`config.mk`:
```
export PLATFORM = sky130hd
export DESIGN_NAME = aoi_stimulus_sequencer
export DESIGN_NICKNAME = d
export VERILOG_FILES = /design/src/rtl/aoi_stimulus_sequencer.sv
export SDC_FILE = /design/constraint.sdc
export NUM_CORES = 1
export LEC_CHECK = 0
export CAP_MARGIN = 20
export CORE_MARGIN = 2
export CORE_UTILIZATION = 50
export DETAILED_ROUTE_END_ITERATION = 10
export HOLD_SLACK_MARGIN = 0.12
export PLACE_DENSITY = 0.8
export RECOVER_POWER = 50
export SYNTH_ARGS = -nofsm -noshare
export SYNTH_HDL_FRONTEND = slang
export SYNTH_SLANG_ARGS = --single-unit
export TNS_END_PERCENT = 5
```
`constraint.sdc`:
```
create_clock -name clk -period 4.1 [get_ports clk]
set_clock_uncertainty 0.2 [all_clocks]
set_input_delay 0.615 -clock clk [delete_from_list [all_inputs] [get_ports clk]]
set_output_delay 0.615 -clock clk [all_outputs]
set_load 0.02 [all_outputs]
```
`src/rtl/aoi_stimulus_sequencer.sv`:
```
// Start/stop controlled 16-code sweep source for the four-input AOI gate.
// Define GRAY_SEQ_EN to emit Gray-coded {a,b,c,d} instead of plain binary.
module aoi_stimulus_sequencer #(
    parameter int DIV        = 4,
    parameter int NUM_PASSES = 1
) (
    input  logic       clk,
    input  logic       rst,
    input  logic       start,
    input  logic       stop,
    output logic       a,
    output logic       b,
    output logic       c,
    output logic       d,
    output logic       step_strobe,
    output logic       busy,
    output logic       done,
    output logic [7:0] pass_cnt
);

    typedef enum logic [1:0] {
        S_IDLE,
        S_RUN,
        S_DONE
    } state_t;

    localparam logic [15:0] LP_DIV_M1 = 16'(DIV - 1);
    localparam logic [7:0]  LP_PASSES = 8'(NUM_PASSES);

    state_t      r_state;
    state_t      w_state_nxt;
    logic [15:0] r_presc;
    logic [15:0] w_presc_nxt;
    logic [3:0]  r_bin;
    logic [3:0]  w_bin_nxt;
    logic [7:0]  r_pass;
    logic [7:0]  w_pass_nxt;
    logic [7:0]  w_pass_inc;
    logic        w_strobe_nxt;
    logic [3:0]  w_code_nxt;
    logic [3:0]  r_code;
    logic        r_strobe;
    logic        r_busy;
    logic        r_done;

    assign w_pass_inc = r_pass + 8'd1;

    always_comb begin
        w_state_nxt  = r_state;
        w_presc_nxt  = r_presc;
        w_bin_nxt    = r_bin;
        w_pass_nxt   = r_pass;
        w_strobe_nxt = 1'b0;
        unique case (r_state)
            S_IDLE: begin
                if (start && !stop) begin
                    w_state_nxt = S_RUN;
                    w_presc_nxt = 16'd0;
                    w_bin_nxt   = 4'd0;
                    w_pass_nxt  = 8'd0;
                end
            end
            S_RUN: begin
                // stop outranks any step or pass completion on the same edge
                if (stop) begin
                    w_state_nxt = S_IDLE;
                    w_presc_nxt = 16'd0;
                    w_bin_nxt   = 4'd0;
                    w_pass_nxt  = 8'd0;
                end else if (r_presc == LP_DIV_M1) begin
                    w_presc_nxt = 16'd0;
                    w_bin_nxt   = r_bin + 4'd1;
                    if (r_bin == 4'hF) begin
                        w_pass_nxt = w_pass_inc;
                        if (w_pass_inc == LP_PASSES) begin
                            w_state_nxt = S_DONE;
                        end else begin
                            w_strobe_nxt = 1'b1;
                        end
                    end else begin
                        w_strobe_nxt = 1'b1;
                    end
                end else begin
                    w_presc_nxt = r_presc + 16'd1;
                end
            end
            S_DONE: begin
                if (stop) begin
                    w_state_nxt = S_IDLE;
                    w_pass_nxt  = 8'd0;
                end else if (start) begin
                    w_state_nxt = S_RUN;
                    w_presc_nxt = 16'd0;
                    w_bin_nxt   = 4'd0;
                    w_pass_nxt  = 8'd0;
                end
            end
            default: begin
                w_state_nxt = S_IDLE;
                w_presc_nxt = 16'd0;
                w_bin_nxt   = 4'd0;
                w_pass_nxt  = 8'd0;
            end
        endcase
    end

`ifdef GRAY_SEQ_EN
    assign w_code_nxt = w_bin_nxt ^ (w_bin_nxt >> 1);
`else
    assign w_code_nxt = w_bin_nxt;
`endif

    always_ff @(posedge clk) begin
        if (rst) begin
            r_state  <= S_IDLE;
            r_presc  <= 16'd0;
            r_bin    <= 4'd0;
            r_pass   <= 8'd0;
            r_code   <= 4'd0;
            r_strobe <= 1'b0;
            r_busy   <= 1'b0;
            r_done   <= 1'b0;
        end else begin
            r_state  <= w_state_nxt;
            r_presc  <= w_presc_nxt;
            r_bin    <= w_bin_nxt;
            r_pass   <= w_pass_nxt;
            r_code   <= w_code_nxt;
            r_strobe <= w_strobe_nxt;
            r_busy   <= (w_state_nxt == S_RUN);
            r_done   <= (w_state_nxt == S_DONE);
        end
    end

    assign {a, b, c, d} = r_code;
    assign step_strobe  = r_strobe;
    assign busy         = r_busy;
    assign done         = r_done;
    assign pass_cnt     = r_pass;

endmodule

```
==> results of run 1 <==
[Yosys cell counts (all sizes together) (5+ instances only)]
library cell	instances	area (µm²)
buf	5	27.5
o21ai	12	60.1
nand2	10	37.5
dfxtp	33	661
nor4	6	43.8
o31ai	5	37.5
a31oi	10	62.6
or4	7	56.3
a21oi	15	75.1
inv	11	41.3
or3	6	37.5
nor2	7	26.3
nand3	11	67.6
and3	5	32.5
clkbuf	6	22.5
[worst max-delay path by stage]
stage / endpoint / slack (ns) / depth (start not counted)
floorplan: pass_cnt[5] / 2.06 / 5
global placement: r_presc[7] / 0.99 / 5
detailed placement: r_presc[7] / 0.90 / 5
CTS: r_presc[7] / 1.22 / 5
global route: r_presc[7] / 0.60 / 5
finish: r_presc[7] / 0.94 / 5
[flip-flops by register name, indices dropped and copies added, names as in the netlist]
name	cells
r_presc	16
pass_cnt	8
r_code	4
r_state	2
busy	1
done	1
step_strobe	1
[critical path: stages, from the launching register on]
cell      delay, ns
dfxtp_1        0.35
ha_1           0.28
nor4b_1        0.35
nand4_1        0.67
a21boi_1       0.96
o22ai_1        0.19
[placed cells by master (no fill, tap or decap), types with 7 or more instances in the layout]
master | netlist | routed
o21ai_0 | 11 | 11
a21oi_1 | 15 | 15
a31oi_1 | 10 | 10
inv_1 | 11 | 11
dfxtp_1 | 33 | 33
nor2_1 | 7 | 7
nand2_1 | 10 | 10
dlygate4sd3_1 | 0 | 15
nand3_1 | 10 | 10
[layout make-up]
class	count	area [µm²]
Fill cell	345	1510
Multi-Input combinational cell	161	1090
Sequential cell	33	661
Timing Repair Buffer	19	188
Clock buffer	7	86.3
Tap cell	48	60.1
Inverter	11	41.3
[per-stage QoR]
step	util [%]	power [mW]	hold WS, ns	area, µm²
2_1_floorplan	-	0.370	0.252	1870
3_3_place_gp	56.9	0.386	0.266	2070
3_5_place_dp	56.9	0.387	0.275	2070
4_1_cts	59.3	0.632	0.286	2150
5_1_grt	58.4	0.648	0.318	2120
6_report	58.4	0.626	0.289	2120
[layer usage]
metal	up-vias	track usage, %
li1	876	-
met1	846	29.3
met2	57	33.0
met3	11	5.99
met4	0	8.59
met5	-	0
[report_power, final]
part,leakage [nW],internal (mW),switching (mW)
Sequential,0.266,0.325,0.00661
Combinational,0.414,0.0186,0.0273
Clock,0.0443,0.133,0.116
[cell families after synthesis]
logic type / synth area share, %
AOI/OAI and AO/OA: 26.6
xor gates and xnor gates: 3.75
adders and majority gates: 2.68
buffers and inverters: 4.89
DFF: 35.3
muxes: 0.535
and+or+nand+nor: 26.2
==> out/results.tsv, run 1 <==
metric	value	unit
status	finished, final reports clean	
gpl congestion	0.821	
Root Driver	clkbuf_8	
crit end category	flip-flop	
flop-to-flop setup slack	0.94	ns
routed len/inst	15.3	µm
die area	4240	µm²
sequential share of the synthesized area	35.3	%
met2 wire length	1.83	mm
prevailing post-synth register cell	dfxtp_1	
wl on met1	2.10	mm
crit path time final	3.16	ns
overall die height	65.1	µm
critical path required time	4.04	ns
pwr/cell area	295	nW/µm²
post-CTS resize count	0	
syn nets	224	
post-route ant nets	0	
vias	1790	
final hold vios	0	
Synth Instances	216	
WL met3	242	µm
Worst Hold Class	flip-flop to flip-flop	
Unique masters post-synth	53	
Syn-to-layout area delta	13.5	%
EDFF count, synth	0	
#FFs+latches synth	33	
P_leak	0.725	nW
Final Slew Violations	0	
Cell Rows	22	
Post-Syn Area	1870	µm²
core area	3630	µm²
antenna violations before repair	0	
Initial DRT Pass Iterations	4	
Setup crit start	r_presc[0]	
fin nets	239	
first-pass GRT wire length	7.18	mm
VDD IR-drop max	0.211	mV
Fin Setup TNS	0	ns
Setup WS pre-CTS	0.905	ns
I/O pin count	19	
Synth Area per Inst	8.65	µm²
hold depth	2	
placed cell count	272	
Detailed Route WL	4.26	mm
RSZ-0062 raised after global routing	no	
cts bufs inserted	5	
fraction of final layout cells sized beyond drive strength 1	4.76	%
Port Buffers	18	
Post-CTS Hold Buffers	0	
reg2reg end	r_presc[7]	
largest net degree at the start of global routing	19	
worst-margin pin slew	0.994	ns
Vias/cell	6.42	
drc violations	0	
CTS tree	built	
Die W	65.1	µm
vias in the first global route	1588	
HPWL after DPL	2.92	mm
total track usage	21.7	%
Worst Path Arrival	3.09	ns
Worst Path Max Fanout	18	
relative slew slack	32.0	%
postcts setup bufs	0	
CTS Sinks	33	
htree depth	2	
max layer used	met4	
Hold EP	r_presc[15]	
MaxCap Viol Count	0	
YS warnings	0	
startpoint class of the critical path	flip-flop	
R2R cell count	5	
Max Fclk	0.317	GHz
final setup fails	0	
worst r2r src	r_presc[0]	
clock transition at the registers of the reported paths	0.06	ns
worst setup margin	0.945	ns
fin crit share	77.0	%
CTS Buffer Depth	2	
Overflow after GRT	0	
Hold Startpoint	r_presc[15]	
Async S/R FF share, synth	0	%
starting density of the core	51.4	%
kind of critical path	flip-flop to flip-flop	
# diodes	0	
fin cells	279	
Clock Latency Late Sink	0.29	ns
DRT iter0 DRCs	159	
Note: power is estimated with default switching activity, not from simulation.
==> run 2, diff against run 1 <==
Settings changed: PLACE_DENSITY 0.8 to 0.82.
Clock period 4.1 ns to 2.6 ns, I/O delays scaled along.
==> out/results.tsv, run 2 (same netlist as run 1, synthesis figures left out) <==
metric	value	unit
status	finished, final reports clean	
crit path time final	2.33	ns
Max Fclk	0.429	GHz
htree depth	2	
CP Depth	6	
routed len/inst	15.0	µm
post-route ant nets	0	
R2R cell count	6	
kind of critical path	flip-flop to flip-flop	
most frequent cells in the layout	33 x dfxtp_1, 15 x a21oi_1, 15 x dlygate4sd3_1	
die area	4240	µm²
reg2reg end	r_presc[7]	
hold depth	2	
Most flops, register	r_presc	
MaxCap Viol Count	0	
Clock Latency Late Sink	0.28	ns
vias	1785	
# diodes	0	
worst-margin pin slew	0.628	ns
critical path required time	2.55	ns
VDD IR-drop max	0.301	mV
delay-heaviest family, CP	simple AND/OR/NAND/NOR gates	
pwr/cell area	450	nW/µm²
DRT iter0 DRCs	160	
Port Buffers	18	
first-pass GRT wire length	7.49	mm
Final Util	60.4	%
flop-to-flop setup slack	0.27	ns
total track usage	22.6	%
worst r2r src	r_presc[0]	
CP peak stage delay	0.46	ns
final setup fails	0	
crit end category	flip-flop	
P_leak	0.768	nW
gpl congestion	0.897	
clock transition at the registers of the reported paths	0.06	ns
Hold Slack	0.281	ns
CTS Sinks	33	
fraction of final layout cells sized beyond drive strength 1	8.79	%
Initial DRT Pass Iterations	4	
Cell Rows	22	
vias in the first global route	1667	
Overflow after GRT	0	
CTS tree	built	
fin crit share	89.6	%
antenna violations before repair	0	
Root Driver	clkbuf_8	
starting density of the core	51.4	%
Die W	65.1	µm
overall die height	65.1	µm
Fin Setup TNS	0	ns
startpoint class of the critical path	flip-flop	
Worst Path Max Fanout	18	
max reg flops	16	
final hold vios	0	
Syn-to-layout area delta	17.5	%
Detailed Route WL	4.30	mm
CTS Buffer Depth	2	
Post-CTS Hold Buffers	0	
Final Slew Violations	0	
I/O pin count	19	
post-CTS resize count	0	
CP Cell Sequence	ha_1, nor4b_2, nand4_2, a21boi_1, buf_4, o22ai_1	
largest net degree at the start of global routing	19	
relative slew slack	58.1	%
postcts setup bufs	0	
fin nets	247	
Vias/cell	6.22	
most common cell after layout, fill and taps aside	dfxtp_1	
cts bufs inserted	5	
drc violations	0	
HPWL after DPL	3.09	mm
Hold EP	r_presc[0]	
Worst Path Arrival	2.28	ns
core area	3630	µm²
worst path bufs/invs	1	
RSZ-0062 raised after global routing	no	
Worst path slowest cell	nand4_2	
Worst Hold Class	flip-flop to flip-flop	
Hold Startpoint	r_presc[0]	
[run 2: changes by cell type in the layout (fill, tap and decap cells not counted)]
cell,before,now
buf_4,1,9
a2111oi_0,1,0
a2111oi_1,0,1
nand4_1,4,3
nand4_2,0,1
nor4b_1,1,0
nor4b_2,0,1
[run 2: per-layer routing]
| metal | part of all wire, % | track usage (%) |
|---|---|---|
| met3 | 6.8 | 5.65 |
| met4 | 1.4 | 9.64 |
| met5 | 0 | 0 |
| met2 | 46 | 35.3 |
| met1 | 46 | 29.7 |
[run 2: metrics by stage]
| step | setup WS (ns) | cell area [µm²] | instances | power (mW) |
|---|---|---|---|---|
| floorplan | 0.596 | 1870 | 216 | 0.584 |
| finish | 0.271 | 2200 | 287 | 0.989 |
| global placement | 0.177 | 2130 | 280 | 0.617 |
| detailed placement | 0.117 | 2130 | 280 | 0.619 |
| global route | 0.0782 | 2200 | 287 | 1.03 |
| CTS | 0.311 | 2210 | 287 | 1.00 |
[run 2: worst max-delay path by stage]
stage | startpoint | end | slack, ns
2_1_floorplan | r_code[0] | pass_cnt[7] | 0.60
3_3_place_gp | stop | pass_cnt[5] | 0.18
3_5_place_dp | stop | r_presc[2] | 0.12
4_1_cts | r_presc[0] | r_presc[7] | 0.31
5_1_grt | r_presc[0] | pass_cnt[3] | 0.08
6_report | r_presc[0] | r_presc[7] | 0.27
[run 2: final cells by class]
| cell class | count | area [µm²] |
|---|---|---|
| multi-input cells | 161 | 1100 |
| clock buffers | 7 | 86.3 |
| flip-flops and latches | 33 | 661 |
| fillers | 340 | 1440 |
| inverters | 11 | 41.3 |
| well taps | 48 | 60.1 |
| repair buffers | 27 | 248 |
[run 2: worst reg2reg max path, stage by stage, from the launching register on]
cell and delay (ns):
dfxtp_1 0.36, ha_1 0.26, nor4b_2 0.33, nand4_2 0.46, a21boi_1 0.28, buf_4 0.21
o22ai_1 0.10
[run 2: report_power, final]
part,internal [mW],switching [mW]
combinational,0.0347,0.0464
sequential,0.512,0.0108
clock,0.210,0.175
total,0.757,0.232
==> run 3, diff against run 2 <==
Settings changed: CORE_UTILIZATION 50 to 40, PLACE_DENSITY 0.82 to 0.62.
==> out/results.tsv, run 3 (same netlist as run 1, synthesis figures left out) <==
metric	value	unit
status	finished, final reports clean	
worst-margin pin slew	0.559	ns
crit path time final	2.21	ns
Clock Latency Late Sink	0.29	ns
HPWL after DPL	3.23	mm
postcts setup bufs	0	
MaxCap Viol Count	0	
Detailed Route WL	4.43	mm
clock transition at the registers of the reported paths	0.07	ns
final hold vios	0	
Overflow after GRT	0	
Port Buffers	18	
core area	4410	µm²
Setup WS pre-CTS	0.134	ns
htree depth	2	
# diodes	0	
crit end category	flip-flop	
starting density of the core	42.3	%
largest net degree at the start of global routing	15	
pwr/cell area	443	nW/µm²
Post-CTS Hold Buffers	0	
RSZ-0062 raised after global routing	no	
total track usage	18.9	%
Worst Path Max Fanout	10	
routed len/inst	15.1	µm
Die W	72.4	µm
fin crit share	85.1	%
most frequent cells in the layout	33 x dfxtp_1, 15 x a21oi_1, 15 x dlygate4sd3_1	
fraction of final layout cells sized beyond drive strength 1	9.54	%
final setup fails	0	
P_leak	0.774	nW
Cell Rows	24	
final instance area	2220	µm²
max reg flops	16	
vias	1703	
DRT iter0 DRCs	134	
multi-input logic area	1110	µm²
fill count	424	
Worst Path Arrival	2.19	ns
gpl congestion	0.827	
die area	5240	µm²
VDD IR-drop max	0.328	mV
Vias/cell	5.81	
cts bufs inserted	5	
Syn-to-layout area delta	18.5	%
Fin Setup TNS	0	ns
vias in the first global route	1601	
FF/Latch Area	661	µm²
antenna violations before repair	0	
kind of critical path	flip-flop to flip-flop	
overall die height	72.4	µm
critical path required time	2.58	ns
startpoint class of the critical path	flip-flop	
fin nets	248	
Initial DRT Pass Iterations	4	
Area after DPL	2140	µm²
relative slew slack	62.5	%
CTS Buffer Depth	2	
Root Driver	clkbuf_8	
post-CTS resize count	0	
most common cell after layout, fill and taps aside	dfxtp_1	
drc violations	0	
CTS Sinks	33	
worst setup margin	0.386	ns
Final Slew Violations	0	
Max Fclk	0.452	GHz
post-route ant nets	0	
first-pass GRT wire length	7.74	mm
Worst Hold Class	flip-flop to flip-flop	
CTS tree	built	
I/O pin count	19	
Most flops, register	r_presc	
==> run 3: cell count changes in the layout (fill, tap and decap cells not counted) <==
cell and delta:
a21boi_1 -1, nand4_1 +1, clkbuf_8 -1, clkinv_2 +2, buf_4 +1, a21boi_0 +1
nand4_2 -1, a2111oi_1 -1, a2111oi_4 +1
==> run 3: worst paths after layout <==
check                   from           to  slack, ns  cells after the start
setup reg to reg  r_presc[0]  pass_cnt[3]       0.39                      6
hold reg to reg   r_presc[0]   r_presc[0]       0.28                      2
hold / removal    r_presc[0]   r_presc[0]       0.28                      2
setup / recovery  r_presc[0]  pass_cnt[3]       0.39                      6
==> run 3: metrics by stage <==
stage	power, mW	utilization (%)	hold WS (ns)	std cells
2_1_floorplan	0.584	-	0.252	216
3_5_place_dp	0.618	48.5	0.282	285
6_report	0.983	50.2	0.284	293
3_3_place_gp	0.617	48.5	0.273	285
5_1_grt	1.03	50.2	0.318	293
4_1_cts	0.991	50.3	0.292	293
==> run 3: critical path, cell delays in order, from the launching register on <==
cell and delay [ns]:
dfxtp_1 0.36, ha_1 0.19, nor4b_2 0.26, nand4_1 0.39, buf_4 0.32, o311ai_0 0.31
nand2_1 0.08
==> run 3: metal layers <==
layer | vias up | track usage (%) | wire, µm
li1 | 895 | - | -
met1 | 768 | 26.7 | 2210
met2 | 34 | 28.1 | 2000
met3 | 6 | 4.17 | 152
met4 | 0 | 6.92 | 70
met5 | - | 0 | 0
==> run 3: final cells by class <==
type                       count  area share (%)
clock buffer                   6            3.27
clock inverter                 2           0.452
inverter                      11            1.86
sequential                    33            29.8
multi-input combinational    161            50.1
tap                           52            2.94
timing repair buffer          28            11.5
==> run 3: report_power, final <==
part | switching (mW) | internal (mW) | leakage [nW]
registers | 0.0100 | 0.512 | 0.266
clock network | 0.194 | 0.185 | 0.0450
logic | 0.0470 | 0.0344 | 0.462
==> RTL change 1, RTL diff (config.mk and constraints of run 1) <==
The option `GRAY_SEQ_EN` is turned on by a define.
--- a/src/rtl/aoi_stimulus_sequencer.sv
+++ b/src/rtl/aoi_stimulus_sequencer.sv
@@ -1,5 +1,7 @@
 // Start/stop controlled 16-code sweep source for the four-input AOI gate.
 // Define GRAY_SEQ_EN to emit Gray-coded {a,b,c,d} instead of plain binary.
+`define GRAY_SEQ_EN
+
 module aoi_stimulus_sequencer #(
     parameter int DIV        = 4,
     parameter int NUM_PASSES = 1
Function: changed (a bounded check fails within 10 cycles, from zero or initial values and one cycle with rst high).
==> RTL change 1 against run 1 <==
Worst setup slack better by 600 ps; synthesized cell count down 0.93%; sequential cell count up 3; wire length down 15%; cell area down 1.2%; critical path depth up 2; maximum frequency up 23%; critical endpoint is now r_code[2]$_SDFF_PP0_; die area down 1.9%; area after synthesis down 2.0%; core utilization up 3.0 points; power down 5.6%.
==> RTL change 1: results (changes against run 1) <==
Hold Path End = r_presc[1]$_SDFFE_PP0P_
initial drt markers = 75 (-53%)
hold_sp = r_presc[1]$_SDFFE_PP0P_
first-pass GRT wire length = 6350 um (-12%)
status = completed
Synth cell types = 44 (-17%)
slowest CP cell = or4_4
WL final = 3630 um (-15%)
async set-reset flop share out of synthesis = 0% (unchanged)
r2r worst-path depth = 7 (+2)
Max FO, Critical Path = 6 (-12)
Port Buffers = 18 (unchanged)
Critical Path Sink = r_code[2]$_SDFF_PP0_
Post-Syn Nets = 222 (-0.89%)
Peak VDD IR = 0.000218 V (+3.0%)
global-route usage over all layers = 19.4% (-2.3 points)
setup slack, reg-to-reg = 1540 ps (+600 ps)
worst endpoint data arrival time = 2590 ps (-500 ps)
DP HPWL = 2540 um (-13%)
XOR/XNOR Fraction of Synth Area = 8.61% (+4.9 points)
clock slew at reported path FFs = 100 ps (+40 ps)
Worst slew margin = 62.9% (+31 points)
First-pass DRT Iterations = 5 (+1)
LEAKAGE = 0.807 nW (+11%)
multiplexer share of the synthesized area = 0% (-0.54 points)
CP peak stage delay = 580 ps (-380 ps)
Synth Area in Compound Gates = 16.9% (-9.7 points)
Post-synth top cells = 36 x dfxtp_1, 34 x nor2_1, 18 x nand2_1
layout cells sized above 1 = 6.90% (+2.1 points)
placer congestion estimate = 0.893 (+8.8%)
largest cells by area after synthesis = dfxtp_1 39%, nor2_1 7.0%, xor2_1 6.2%
sequential area share after synthesis = 39.3% (+4.0 points)
delay-heaviest family, CP = simple AND/OR/NAND/NOR gates
vias in the first global route = 1410 (-11%)
Root Buffer = clkbuf_4
Vias/cell = 5.74 (-10%)
NumNets Final = 240 (+0.42%)
Post-Synth Adder-Cell Area = 2.73% (+0.055 points)
largest net degree at the start of global routing = 24 (+5)
clk_lat worst skew = 340 ps (+50 ps)
[RTL change 1: cell count changes in the layout (fill, tap and decap cells not counted), sizes merged, moves of 6 or more]
cell	before	now
nand2	10	18
nor2	7	34
o21ai	12	2
or3	6	0
inv	11	3
or4	7	1
xor2	4	13
[RTL change 1: where the power goes]
part           switching (mW)  total [mW]  internal [mW]
Sequential            0.00145       0.352          0.351
Clock                   0.111       0.208         0.0973
Combinational          0.0202      0.0300        0.00980
[RTL change 1: cell families after synthesis]
group	Yosys count
buffers and inverters	12
and+or+nand+nor	101
DFF	36
AOI/OAI and AO/OA	43
adders and majority gates	4
xor gates and xnor gates	18
[RTL change 1: stage by stage]
stage	hold slack, ps	worst slack [ps]	utilization (%)	std cells	instance area, um2
floorplan	272	1920	-	214	1830
detailed placement	303	1310	59.9	271	2040
global placement	291	1330	59.9	271	2040
CTS	330	1650	61.8	278	2110
finish	330	1540	61.4	278	2100
global route	348	1290	61.4	278	2100
[RTL change 1: cell type report]
type,count,area [um2],share of cell area (%)
inverters,3,11.3,0.537
well taps,46,57.6,2.74
flip-flops and latches,36,721,34.4
multi-input cells,166,1050,49.9
repair buffers,20,195,9.31
clock buffers,7,65.1,3.10
[RTL change 1: per-layer routing]
layer	vias to the layer above	wire length (um)	GRT usage, %
met5	-	0	0
met4	0	51	7.18
met3	7	151	3.65
met2	34	1610	29.0
met1	749	1820	27.6
li1	807	-	-
[RTL change 1: worst register-to-register path: stages (launching register included)]
cell and delay (ps):
dfxtp_1 380, ha_1 270, nor4b_1 380, nand4_1 360
or4_4 580, nand3_2 100, xor2_1 140, nor2_1 50
==> RTL change 2, RTL diff (config.mk and constraints of run 1) <==
Without the edit above. Reset style: asynchronous (`rst`), changed in one clocked block.
--- a/src/rtl/aoi_stimulus_sequencer.sv
+++ b/src/rtl/aoi_stimulus_sequencer.sv
@@ -110,7 +110,7 @@
     assign w_code_nxt = w_bin_nxt;
 `endif
 
-    always_ff @(posedge clk) begin
+    always_ff @(posedge clk or posedge rst) begin
         if (rst) begin
             r_state  <= S_IDLE;
             r_presc  <= 16'd0;
Formal check against the unedited RTL: differs if rst is asserted again (counterexample within 4 cycles, from zero or initial values and one cycle with rst high); with rst held inactive, the same outputs for 10 cycles.
==> RTL change 2 against run 1 <==
The run now ends with capacitance limit, slew limit left; cell area fell by 3.3%; synthesized cell count decreased by 10%; cell count is 7.5% lower; global-route usage fell by 0.84 points; core utilization grew 2.1 points; wire length is 14% lower; sequential cell count is the same; worst setup slack improved by 560 ps; area after synthesis down 3.4%; critical endpoint is now r_presc[6]$_DFFE_PP0P_; largest cell class unchanged.
Power is not compared: it rests on default switching activity, and its combinational part moved more than twofold at a synthesized area within 25%.
==> RTL change 2: results (changes against run 1) <==
status = complete, but fails checks
failing checks = capacitance limit, slew limit
Hold Path Cell Cnt = 1 (-1)
worst endpoint data arrival time = 2590 ps (-500 ps)
hold_sp = pass_cnt[7]$_DFFE_PP0P_
Routed wire per std cell = 14.2 um (-7.2%)
M2 GR Usage = 27.5% (-5.5 points)
delay-heaviest family, CP = simple AND/OR/NAND/NOR gates
slowest CP cell = dlygate4sd3_1
largest cells by area after synthesis = dfrtp_1 46%, o21ai_0 5.8%, nor2_1 5.6%
CP peak stage delay = 680 ps (-280 ps)
Vias/cell = 5.83 (-9.2%)
multiplexer share of the synthesized area = 0.554% (+0.019 points)
Post-synth top cells = 33 x dfrtp_1, 27 x nor2_1, 21 x o21ai_0
DP HPWL = 2520 um (-14%)
vias in the first global route = 1365 (-14%)
pre-CTS setup slack = 1230 ps (+322 ps)
largest net degree at the start of global routing = 34 (+15)
First-pass DRT Iterations = 4 (unchanged)
clock slew at reported path FFs = 90 ps (+30 ps)
sequential area share after synthesis = 45.7% (+10 points)
placer congestion estimate = 0.814 (-0.84%)
Root Buffer = clkbuf_4
met3 usage = 4.05% (-1.9 points)
Post-Synth Adder-Cell Area = 2.77% (+0.095 points)
Layout fillers = 304 (-12%)
worst r2r src = r_presc[0]$_DFFE_PP0P_
Hold Path End = pass_cnt[7]$_DFFE_PP0P_
Post-Syn Nets = 202 (-9.8%)
launching element of the worst setup path = stop
fin. max-slew vios = 34 (+34)
switching part of the total = 31.7%
Worst R2R End = r_presc[6]$_DFFE_PP0P_
global-route usage over all layers = 20.9% (-0.84 points)
top-area cell type share of the netlist area = 45.7% (+10 points)
met1 GRT Util = 32.5% (+3.2 points)
Max FO, Critical Path = 11 (-7)
async set-reset flop share out of synthesis = 100% (+100 points)
clk_lat worst skew = 340 ps (+50 ps)
Synth Area in Compound Gates = 15.5% (-11 points)
r2r worst-path depth = 6 (+1)
max_cap viols = 1 (+1)
layout cells sized above 1 = 4.72% (-0.045 points)
XOR/XNOR Fraction of Synth Area = 6.31% (+2.6 points)
Post-Syn Area = 1810 um2 (-3.4%)
setup slack, reg-to-reg = 1560 ps (+620 ps)
first-pass GRT wire length = 6590 um (-8.3%)
## RTL change 2: changes by cell type after synthesis, moves of 8 or more
cell	run 1	this run
dfxtp_1	33	0
dfrtp_1	0	33
a21oi_1	15	3
nor2_1	7	27
a31oi_1	10	2
o21ai_0	11	21
## RTL change 2: logic make-up after synthesis
family / count (synthesis)
xor gates and xnor gates: 13
and+or+nand+nor: 84
muxes: 1
AOI/OAI and AO/OA: 44
DFF: 33
buffers and inverters: 15
adders and majority gates: 4
## RTL change 2: area by class of cell
type	instances	area, um2	share of cell area (%)
multi-input combinational	146	903	44.0
timing repair buffer	19	184	8.96
clock buffer	7	55.1	2.68
sequential	33	826	40.2
inverter	7	26.3	1.28
tap	46	57.6	2.80
## RTL change 2: routing by layer
metal	vias to the layer above	part of all wire (%)
li1	735	-
met1	722	51
met2	39	41
met3	7	5.4
met4	0	1.9
met5	-	0
## RTL change 2: worst max-delay path by stage
stage	slack, ps	endpoint
floorplan	1790	busy$_DFF_PP0_
global placement	1280	pass_cnt[5]$_DFFE_PP0P_
detailed placement	1230	r_presc[9]$_DFFE_PP0P_
CTS	1560	r_presc[9]$_DFFE_PP0P_
global route	1220	r_presc[15]$_DFFE_PP0P_
finish	1510	r_presc[6]$_DFFE_PP0P_
## RTL change 2: metrics by stage
| step | cell area (um2) | cells | hold WS [ps] |
|---|---|---|---|
| after CTS | 2060 | 258 | 338 |
| final | 2050 | 258 | 335 |
| after global placement | 2000 | 251 | 308 |
| after global routing | 2050 | 258 | 375 |
| after floorplan | 1810 | 194 | 279 |
| after detailed placement | 2000 | 251 | 316 |
